File: src/rtl/axi_b_arb_pkg.sv
// Shared bus definitions for the write-response path: ID width and BRESP codes.
package axi_b_arb_pkg;

    localparam int BUS_ID_W = 4;

    typedef enum logic [1:0] {
        RESP_OKAY   = 2'd0,
        RESP_EXOKAY = 2'd1,
        RESP_SLVERR = 2'd2,
        RESP_DECERR = 2'd3
    } bresp_e;

endpackage

File: src/rtl/axi_b_fifo2.sv
// Two-entry FIFO with registered storage; reusable for any AXI response channel.
module axi_b_fifo2 #(
    parameter int W = 8
) (
    input  logic         clk_i,
    input  logic         arst_i,
    input  logic         push_i,
    input  logic         pop_i,
    input  logic [W-1:0] din_i,
    output logic [W-1:0] dout_o,
    output logic         full_o,
    output logic         empty_o
);

    logic [W-1:0] mem0, mem1;
    logic         wr_ptr, rd_ptr;
    logic [1:0]   cnt;
    logic         do_push, do_pop;

    // A push into a full FIFO is only taken when the head leaves in the same cycle.
    assign do_pop  = pop_i && (cnt != 2'd0);
    assign do_push = push_i && ((cnt != 2'd2) || do_pop);

    always_ff @(posedge clk_i or posedge arst_i) begin
        if (arst_i) begin
            mem0   <= '0;
            mem1   <= '0;
            wr_ptr <= 1'b0;
            rd_ptr <= 1'b0;
            cnt    <= 2'd0;
        end else begin
            if (do_push) begin
                if (wr_ptr) mem1 <= din_i;
                else        mem0 <= din_i;
                wr_ptr <= ~wr_ptr;
            end
            if (do_pop)
                rd_ptr <= ~rd_ptr;
            if (do_push && !do_pop)
                cnt <= cnt + 2'd1;
            else if (!do_push && do_pop)
                cnt <= cnt - 2'd1;
        end
    end

    assign dout_o  = rd_ptr ? mem1 : mem0;
    assign full_o  = (cnt == 2'd2);
    assign empty_o = (cnt == 2'd0);

endmodule

File: src/rtl/axi_b_arb.sv
// Round-robin merge of N downstream AXI B channels onto one upstream B channel,
// buffered through a 2-entry FIFO, with a saturating non-OKAY response counter.
module axi_b_arb
    import axi_b_arb_pkg::*;
#(
    parameter int N        = 4,
    parameter int ERRCNT_W = 16
) (
    input  logic                  clk_i,
    input  logic                  arst_i,
    input  logic [N*BUS_ID_W-1:0] s_bid_i,
    input  logic [2*N-1:0]        s_bresp_i,
    input  logic [N-1:0]          s_bvalid_i,
    output logic [N-1:0]          s_bready_o,
    output logic [BUS_ID_W-1:0]   m_bid_o,
    output logic [1:0]            m_bresp_o,
    output logic                  m_bvalid_o,
    input  logic                  m_bready_i,
    output logic [ERRCNT_W-1:0]   err_cnt_o,
    input  logic                  err_clr_i
);

    localparam int PW = $clog2(N);
    localparam int DW = BUS_ID_W + 2;

    logic [PW-1:0]   ptr, off, win, ptr_nxt;
    logic [PW:0]     sum;
    logic [N-1:0]    rot;
    logic [2*N-1:0]  dbl;
    logic            any, grant, full, empty, pop;
    logic [1:0]      push_resp;
    logic [DW-1:0]   push_data, head;
    logic [ERRCNT_W-1:0] err_cnt;

    // Rotate so ptr sits at bit 0, take the lowest set bit, then rotate back.
    always_comb begin
        dbl = {s_bvalid_i, s_bvalid_i};
        rot = N'(dbl >> ptr);
        off = '0;
        any = 1'b0;
        for (int i = N - 1; i >= 0; i--) begin
            if (rot[i]) begin
                off = PW'(i);
                any = 1'b1;
            end
        end
        sum = {1'b0, off} + {1'b0, ptr};
        win = (sum >= (PW+1)'(N)) ? PW'(sum - (PW+1)'(N)) : PW'(sum);
    end

    // Grant never looks at m_bready_i, keeping the upstream ready off the downstream path.
    assign grant      = any && !full && !arst_i;
    assign s_bready_o = grant ? ({{(N-1){1'b0}}, 1'b1} << win) : '0;
    assign ptr_nxt    = (win == PW'(N - 1)) ? '0 : win + PW'(1);

    assign push_resp = s_bresp_i[win*2 +: 2];
    assign push_data = {s_bid_i[win*BUS_ID_W +: BUS_ID_W], push_resp};
    assign pop       = !empty && m_bready_i;

    axi_b_fifo2 #(.W(DW)) u_fifo (
        .clk_i   (clk_i),
        .arst_i  (arst_i),
        .push_i  (grant),
        .pop_i   (pop),
        .din_i   (push_data),
        .dout_o  (head),
        .full_o  (full),
        .empty_o (empty)
    );

    always_ff @(posedge clk_i or posedge arst_i) begin
        if (arst_i) begin
            ptr     <= '0;
            err_cnt <= '0;
        end else begin
            if (grant)
                ptr <= ptr_nxt;
            if (err_clr_i)
                err_cnt <= '0;
            else if (grant && (push_resp != RESP_OKAY) && (err_cnt != '1))
                err_cnt <= err_cnt + ERRCNT_W'(1);
        end
    end

    assign m_bvalid_o = !empty;
    assign m_bid_o    = head[DW-1:2];
    assign m_bresp_o  = head[1:0];
    assign err_cnt_o  = err_cnt;

endmodule

File: config.mk
export PLATFORM = sky130hd
export DESIGN_NAME = axi_b_arb
export DESIGN_NICKNAME = d
export VERILOG_FILES = /design/src/rtl/axi_b_arb_pkg.sv /design/src/rtl/axi_b_fifo2.sv /design/src/rtl/axi_b_arb.sv
export SDC_FILE = /design/constraint.sdc
export NUM_CORES = 1
export LEC_CHECK = 0
export ABC_AREA = 1
export CORE_MARGIN = 8
export CORE_UTILIZATION = 50
export CTS_CLUSTER_DIAMETER = 80
export DETAILED_ROUTE_END_ITERATION = 8
export PLACE_DENSITY = 0.8
export SYNTH_ARGS = -nofsm -noshare
export SYNTH_HDL_FRONTEND = slang
export SYNTH_HIERARCHICAL = 1
export SYNTH_SLANG_ARGS = --single-unit
File: constraint.sdc
create_clock -name clk_i -period 2.9 [get_ports clk_i]
set_input_delay 0.435 -clock clk_i [delete_from_list [all_inputs] [get_ports clk_i]]
set_output_delay 0.435 -clock clk_i [all_outputs]
set_load 0.1 [all_outputs]
==> run summary <==
First-pass GRT wire length: 11,500 um
Xor/xnor share of the synthesized area: 4.48%
Core area: 5010 um^2
Crit-path max cell delay: 0.46 ns
RSZ-0062 raised after global routing: yes
Drt wl/cell: 14.8 um
Achievable Freq: 348 MHz
Met3 Usage GRT: 6.60%
Mapped Cells: 333
Worst path cell trace: inv_4, nand2_2, nand3_1, nand2_2, a21boi_2, ha_2, xor2_2, inv_1, nand3_2, nand2_4, inv_4, ha_4, inv_2, nor2_4, buf_12
Largest family of logic cells by synthesized area: simple AND/OR/NAND/NOR gates
HP Class: register to register
Die W: 87.3 um
Sequential fraction of the synthesis area: 33.5%
Pin count of the biggest net entering global routing: 33
Synth Area in Adders: 3.44%
Compound-gate portion of the synthesized area: 4.28%
Setup TNS: 0 ns
Gr busiest metal: met2
Mux contribution to synthesized area: 5.02%
Gp weighted congestion: 0.834
Status: finished, final reports clean
CP endpoint kind: output port
Post-Synth Simple-Gate Area: 39.0%
Max Slew Vio Count: 0
CTS Buffer Depth: 2
Least-Margin Pin Slew: 0.622 ns
Mapped Nets: 372
Drt total wl: 7100 um
Worst Skew: 0.00541 ns
Path type of the worst setup path: register to output port
Slew margin rel.: 58.5%
Grt ovf: 0
Max-Cap Viols: 0
Vias: 2,571
Worst EP required: 2.47 ns
Post-Syn Area: 2540 um^2
H-tree Lvls: 2
Synth top area cells: dfrtp_1 (33%), nand2_1 (13%), nand4_1 (7.4%)
Router iterations before antenna repair: 4
Fillers: 399
Most frequent cells in the layout: nand2_1 (77), buf_4 (46), inv_1 (38)
Multi-input gate area: 1560 um^2
Worst Setup Start Kind: register
# hold bufs at CTS: 0
Vias per std cell: 5.35
Post-synth top area cell: dfrtp_1
Ports: 59
All-Layer GR Usage: 18.6%
Final setup viols: 0
TritonCTS Buffers: 5
Area grow syn2layout: 40.0%
Period utilization: 99.1%
Initial Util: 50.7%
Synth unique cells: 33
Clock latency on the worst-skew pair: 0.29 ns
Final Util: 71.0%
DRT iter0 DRCs: 126
Grt met2 use: 32.0%
Final worst path period need: 2.87 ns
Number of synthesized register bits: 34
Syn Area/Cell: 7.63 um^2
Final hold vios: 0
IO buf count: 58
Yosys top cell area share: 33.5%
FP Rows: 26
Overall die height: 87.3 um
Antenna Nets Post-Route: 0
Commonest non-fill, non-tap cell in the layout: nand2_1
CTS tree: yes
CP Max Fanout: 5
FF+latch area: 853 um^2
Full die area: 7620 um^2
Initial antenna violation count: 0
GR Layer Usage met1: 20.6%
Vias in the first global route: 2,531
Clock Root Buffer: clkbuf_8
Crit path max-delay cell type: dfrtp_2
DR DRC count: 0
Fin nets: 449
Synthesis Warnings: 6
ANT cells: 0
Clk pin slew, worst setup/hold paths: 0.08 ns
Layout cell share with drive strength beyond 1: 32.4%
Hpwl dp: 4980 um
CP arrival: 2.44 ns
CTS sink count: 34
[area by class of cell]
| cell class | count | area share (%) |
|---|---|---|
| timing repair buffer | 82 | 20.9 |
| sequential | 34 | 24.0 |
| clock inverter | 3 | 1.93 |
| inverter | 47 | 5.10 |
| tap | 70 | 2.46 |
| multi-input combinational | 240 | 43.7 |
| clock buffer | 5 | 1.93 |
[flip-flops by register name, summed over array words and instances (netlist names)]
name / cells
u_fifo/cnt: 2
u_fifo/mem1: 6
err_cnt_o: 16
u_fifo/wr_ptr: 1
ptr: 2
u_fifo/rd_ptr: 1
u_fifo/mem0: 6
[routing by layer]
metal  wire [um]  up-vias
met4         180        0
met2        3540       95
met3         563       21
met1        2820     1208
met5           0        -
li1            -     1247
[critical path, delay by kind of cell, from the launching register on]
family                     cells  cell delay, ns
and+or+nand+nor                6            0.55
buffers and inverters          5            0.49
adders and majority gates      2            0.32
DFF                            1            0.46
AOI/OAI and AO/OA              1            0.15
xor gates and xnor gates       1            0.17
[cells by family after synthesis]
family,after synthesis
and+or+nand+nor,191
buffers and inverters,59
DFF,34
AOI/OAI and AO/OA,17
xor gates and xnor gates,13
muxes,12
adders and majority gates,7
[stage by stage]
stage	cell area, um^2	setup WS, ns	std cells	hold slack [ns]
after global routing	3560	-0.0786	481	0.502
final	3560	0.0254	481	0.475
after global placement	3240	-0.0923	462	0.451
after floorplan	2570	0.0646	333	0.349
after detailed placement	3240	-0.173	462	0.457
after CTS	3420	0.00156	473	0.476
[cells in the mapped netlist]
cell      count
and3_1        1
inv_1        42
nor4_1        1
mux2i_1       6
o21ai_1       1
o21ai_0      10
buf_4         2
buf_2         7
inv_2         5
a21boi_0      1
nor2_1       17
buf_6         1
buf_12        1
nor3_1        1
o211ai_1      4
nand3_4       1
xnor2_1       3
nand4_1      30
nand2_1      86
nor2_4        1
dfrtp_1      34
a21oi_4       1
or2_2         4
mux2_2        6
xor2_1       10
clkbuf_1      1
nand3_1      22
nand3_2      13
nor2_2        3
nand2_4       3
ha_1          7
nor3_2        1
nand2_2       7
[worst paths after layout]
path | to | depth (start not counted) | from | slack [ns]
max in group asynchronous | u_fifo/cnt[0] | 2 | arst_i | 1.93
hold reg to reg | u_fifo/mem1[3] | 2 | u_fifo/mem1[3] | 0.48
min in group asynchronous | u_fifo/mem0[2] | 2 | arst_i | 0.57
setup / recovery | s_bready_o[0] | 15 | ptr[0] | 0.03
setup reg to reg | err_cnt_o[11] | 18 | ptr[0] | 0.23
hold / removal | u_fifo/mem1[3] | 2 | u_fifo/mem1[3] | 0.48
[timing repair]
item                                    CTS  global route
gates resized for setup                  15            22
endpoints found under the setup margin    4             6
setup buffers                             3             8
hold endpoints to repair                  0             0
pin swaps                                11            12
Power is not shown: default switching activity piles up to over one toggle a cycle in this logic, so the estimate is an artifact.
==> RTL edit 1, RTL diff (same settings) <==
Set the package constant `BUS_ID_W` to 6 (it was 4).
--- a/src/rtl/axi_b_arb_pkg.sv
+++ b/src/rtl/axi_b_arb_pkg.sv
@@ -1,7 +1,7 @@
 // Shared bus definitions for the write-response path: ID width and BRESP codes.
 package axi_b_arb_pkg;
 
-    localparam int BUS_ID_W = 4;
+    localparam int BUS_ID_W = 6;
 
     typedef enum logic [1:0] {
         RESP_OKAY   = 2'd0,
Interface: changed (resized m_bid_o and s_bid_i); port bits go from 59 to 69. No check against the original RTL was run, so the function may have changed too.
==> RTL edit 1 against the unedited design <==
Largest cell class unchanged; area after synthesis is 13% higher; wire length is 8.8% higher; synthesized cell count is 14% higher; sequential cell count is 4 higher; worst setup slack worse by 0.0095 ns; register-to-register slack better by 0.03 ns; final area is 10% higher.
Power is not shown: default switching activity piles up to over one toggle a cycle in this logic, so the estimate is an artifact.
==> RTL edit 1: results (changes against the unedited design) <==
wl_per_cell_microns: 14.2  # -4.0%
fmax_mhz: 347  # -0.33%
synthFlopType: "dfrtp_1"
ys_seq_elements: 38  # +12%
yosysSeqAreaShare: 0.332  # -0.00233
synthDistinctLibCells: 33  # unchanged
grt_use_met2: 0.289  # -0.0309
grt_pass1_wl_microns: 12400  # +8.0%
grt_pass1_vias: 2639  # +4.3%
post-place-ws_ns: -0.250  # -0.0762 ns
reg2reg_slack_ns: 0.26  # +0.03 ns
cts_setup_buffers: 4  # +1
wl_met1_microns: 3310  # +17%
num-nonclk-inverters: 50  # +6.4%
grt_use_met1: 0.221  # +0.0150
clock_area_frac: 0.0242  # -0.0145
status: "completed"
fin_nets: 519  # +16%
track_usage: 0.178  # -0.00800
cts_resized: 19  # +4
multi_input_gates: 279  # +16%
syn_nets: 428  # +15%
slowest_delay_ns: 0.49  # +0.03 ns
drtIter0Drc: 201  # +60%
wl_met3_microns: 537  # -4.6%
portBuffers: 68  # +17%
relSlewSlack: 0.486  # -0.0985
buf_share: 0.225  # +0.0161
place_congestion: 0.845  # +1.3%
nFillCells: 438  # +9.8%
synth_area_leaders: "dfrtp_1 33%, nand2_1 14%, nand4_1 7.7%"
r2r.worst_path.cells: 18  # unchanged
grt_use_met3: 0.0473  # -0.0188
dr_wl_met2_microns: 3740  # +5.8%
clock_skew_ns: 0.00759  # +0.00218 ns
hpwl_microns: 5820  # +17%
drive_above_1_share: 0.292  # -0.0318
regArea_sq_um: 953  # +12%
grt_antenna_before_repair: 0  # unchanged
buffers_excl_clock: 98  # +20%
vias: 2851  # +11%
slowest_stage: "dfrtp_2"
nClkBuffers: 6  # +1
multi_input_area_share: 0.436  # -0.000968
synth_common_cells: "109 x nand2_1, 42 x inv_1, 38 x dfrtp_1"
-- RTL edit 1: changes by cell type after synthesis, moves of 3 or more --
cell and delta:
nor2_1 +3, nand2_2 +5, o21ai_0 +3, dfrtp_1 +4
nand4_1 +5, nand2_1 +23, clkinv_1 +3, mux2_2 -6
-- RTL edit 1: per-stage QoR --
step / TNS [ns] / util / hold WS [ns] / cell area, sq um / cells
after global routing: -0.325 / 0.713 / 0.487 / 3930 / 545
after floorplan: -0.0202 / - / 0.399 / 2890 / 381
after detailed placement: -3.10 / 0.670 / 0.458 / 3690 / 527
final: 0 / 0.713 / 0.475 / 3930 / 545
after global placement: -0.256 / 0.670 / 0.455 / 3690 / 527
after CTS: 0 / 0.700 / 0.478 / 3860 / 539
-- RTL edit 1: path summary, 6_finish.rpt --
check,start,end
worst max-delay path,ptr[0]$_DFFE_PP0P_,s_bready_o[1]
worst min-delay path,u_fifo/mem0[4]$_DFFE_PP0P_,u_fifo/mem0[4]$_DFFE_PP0P_
worst max register to register,ptr[0]$_DFFE_PP0P_,err_cnt_o[0]$_DFFE_PP0P_
worst min register to register,u_fifo/mem0[4]$_DFFE_PP0P_,u_fifo/mem0[4]$_DFFE_PP0P_
max in group asynchronous,arst_i,u_fifo/mem0[3]$_DFFE_PP0P_
min in group asynchronous,arst_i,err_cnt_o[12]$_DFFE_PP0P_
-- RTL edit 1: kinds of logic (layout without fill, tap and decap cells) --
group	count (synthesis)	count (layout)	share of synthesized area
AOI/OAI and AO/OA	21	21	0.0468
xor gates and xnor gates	12	12	0.0367
adders and majority gates	7	7	0.0306
buffers and inverters	64	156	0.101
DFF	38	38	0.332
muxes	8	8	0.0280
and+or+nand+nor	231	231	0.424
==> RTL edit 2, RTL diff (same flow settings) <==
Without the edit above. Reset style: synchronous (`arst_i`), changed in 2 clocked blocks.
--- a/src/rtl/axi_b_fifo2.sv
+++ b/src/rtl/axi_b_fifo2.sv
@@ -21,7 +21,7 @@
     assign do_pop  = pop_i && (cnt != 2'd0);
     assign do_push = push_i && ((cnt != 2'd2) || do_pop);
 
-    always_ff @(posedge clk_i or posedge arst_i) begin
+    always_ff @(posedge clk_i) begin
         if (arst_i) begin
             mem0   <= '0;
             mem1   <= '0;
--- a/src/rtl/axi_b_arb.sv
+++ b/src/rtl/axi_b_arb.sv
@@ -68,7 +68,7 @@
         .empty_o (empty)
     );
 
-    always_ff @(posedge clk_i or posedge arst_i) begin
+    always_ff @(posedge clk_i) begin
         if (arst_i) begin
             ptr     <= '0;
             err_cnt <= '0;
Behaviour: differs if arst_i is asserted again (counterexample within 4 cycles, from zero or initial values and one cycle with arst_i high); with arst_i held inactive, the same outputs for 10 cycles.
==> RTL edit 2 against the unedited design <==
Maximum frequency grew 4.5%; wire length down 11%; synthesized cell count is 9.0% higher; die area shrank 1.9%; largest cell class unchanged; final area shrank 6.0%; area after synthesis fell by 2.3%; sequential cell count is the same; worst setup slack better by 0.12 ns.
==> RTL edit 2: results (changes against the unedited design) <==
yosysSeqAreaShare: 0.274  # -0.0607
track_usage: 0.173  # -0.0130
reg2reg_slack_ns: 0.29  # +0.06 ns
wl_per_cell_microns: 12.7  # -14%
htree_levels: 2  # unchanged
synth_xor_area_frac: 0.0529  # +0.00809
synth_fa_ha_area_frac: 0.0352  # +0.000798
ir_worst_vdd_mv: 0.522
cts-root-buf: "clkbuf_8"
r2r.worst_path.cells: 18  # unchanged
nFillCells: 426  # +6.8%
multi_input_area_sq_um: 1550  # -0.64%
tightest_slew_ns: 0.684  # +0.0624 ns
post-place-ws_ns: -0.224  # -0.0509 ns
syn_nets: 402  # +8.1%
grt_pass1_wl_microns: 10700  # -6.8%
hp-start: "err_cnt_o[7]$_SDFFE_PP0P_"
cts_buffers: 5  # unchanged
synthDistinctLibCells: 32  # -3.0%
dr_wl_met2_microns: 3390  # -4.2%
grt_max_degree: 18  # -45%
wl_met1_microns: 2570  # -8.9%
hold_end: "err_cnt_o[7]$_SDFFE_PP0P_"
wl_met3_microns: 293  # -48%
grt_antenna_before_repair: 0  # unchanged
clock_skew_ns: 0.00710  # +0.00170 ns
reg2reg_to: "err_cnt_o[5]$_SDFFE_PP0P_"
place_congestion: 0.907  # +8.7%
holdPathStages: 2  # unchanged
fin_nets: 469  # +4.5%
drtIter0Drc: 64  # -49%
rr_startpoint: "ptr[0]$_SDFFE_PP0P_"
synth_area_leaders: "dfxtp_1 27%, nand2_1 11%, inv_1 9.2%"
critPathArrivalTime_ns: 2.32  # -0.12 ns
synthArstFlopShare: 0  # -1.00
status: "completed"
crit_fanout: 6  # +1
hpwl_microns: 4710  # -5.5%
dpl-instance-area_sq_um: 3170  # -2.0%
synth.area.mux_share: 0.0242  # -0.0260
synth_common_cells: "72 x nand2_1, 61 x inv_1, 34 x dfxtp_1"
drive_above_1_share: 0.271  # -0.0521
synth_compound_area_frac: 0.105  # +0.0624
post_drt_via_cell_ratio: 5.04  # -5.6%
[RTL edit 2: cell count changes after synthesis, sizes merged, moves of 3 or more]
cell,delta
mux2,-6
a21oi,+18
dfxtp,+34
clkbuf,+4
nand3,-13
nor2,+9
inv,+19
buf,-3
nand2,-7
dfrtp,-34
[RTL edit 2: how the worst max path moves through the flow]
stage,from,end,slack (ns),depth (start not counted)
2_1_floorplan,u_fifo/rd_ptr$_SDFFE_PP0N_,m_bid_o[1],-0.16,2
3_3_place_gp,s_bvalid_i[1],s_bready_o[0],-0.04,16
3_5_place_dp,s_bvalid_i[0],s_bready_o[0],-0.22,15
4_1_cts,ptr[0]$_SDFFE_PP0P_,s_bready_o[1],0.07,16
5_1_grt,ptr[0]$_SDFFE_PP0P_,s_bready_o[0],0.002,16
6_report,ptr[0]$_SDFFE_PP0P_,s_bready_o[1],0.15,15
[RTL edit 2: cell families (layout without fill, tap and decap cells)]
logic type	Yosys count	in the layout
xor+xnor	15	15
buf+inv	79	147
mux	6	6
compound gates	40	40
flops	34	34
simple gates	182	182
fa+ha+maj	7	7
[RTL edit 2: report_power, final]
part | leakage (nW) | switching [W] | total (W) | internal, W
Combinational | 1.18 | 0.00185 | 0.00282 | 0.000965
Clock | 0.0579 | 0.000176 | 0.000429 | 0.000253
Sequential | 0.278 | 0.0000913 | 0.000657 | 0.000566
Total | 1.51 | 0.00212 | 0.00390 | 0.00178
[RTL edit 2: layout make-up]
cell class              instances  area share
clock inverters                 3      0.0120
repair buffers                 73       0.200
inverters                      66      0.0748
multi-input cells             250       0.462
flip-flops and latches         34       0.205
clock buffers                   5      0.0206
well taps                      67      0.0251
[RTL edit 2: what timing repair did]
item | in CTS | in global routing
setup endpoints to repair | 4 | 6
pin swaps | 10 | 3
buffers inserted | 2 | 0
gates resized for setup | 17 | 8
[RTL edit 2: metrics by stage]
step	instances	hold slack, ns	power [W]
3_5_place_dp	488	0.489	0.00338
2_1_floorplan	363	0.457	0.00273
3_3_place_gp	488	0.478	0.00332
5_1_grt	498	0.531	0.00419
4_1_cts	498	0.500	0.00390
6_report	498	0.501	0.00390
[RTL edit 2: critical path, stage by stage, from the launching register on]
cell and delay, ns:
dfxtp_4 0.37, inv_4 0.08, nand2_1 0.09, nand3_1 0.10, nand2_1 0.10, a21boi_2 0.16, ha_2 0.20, xor2_2 0.18
inv_1 0.07, nand3_2 0.09, nand2_4 0.07, inv_2 0.06, ha_2 0.16, inv_2 0.04, nor2_4 0.09, buf_12 0.18
[RTL edit 2: per-layer routing]
layer  up-vias  GRT usage
met1      1134      0.190
met2        67      0.324
met3        13     0.0321
met5         -          0
met4         0     0.0501
li1       1298          -
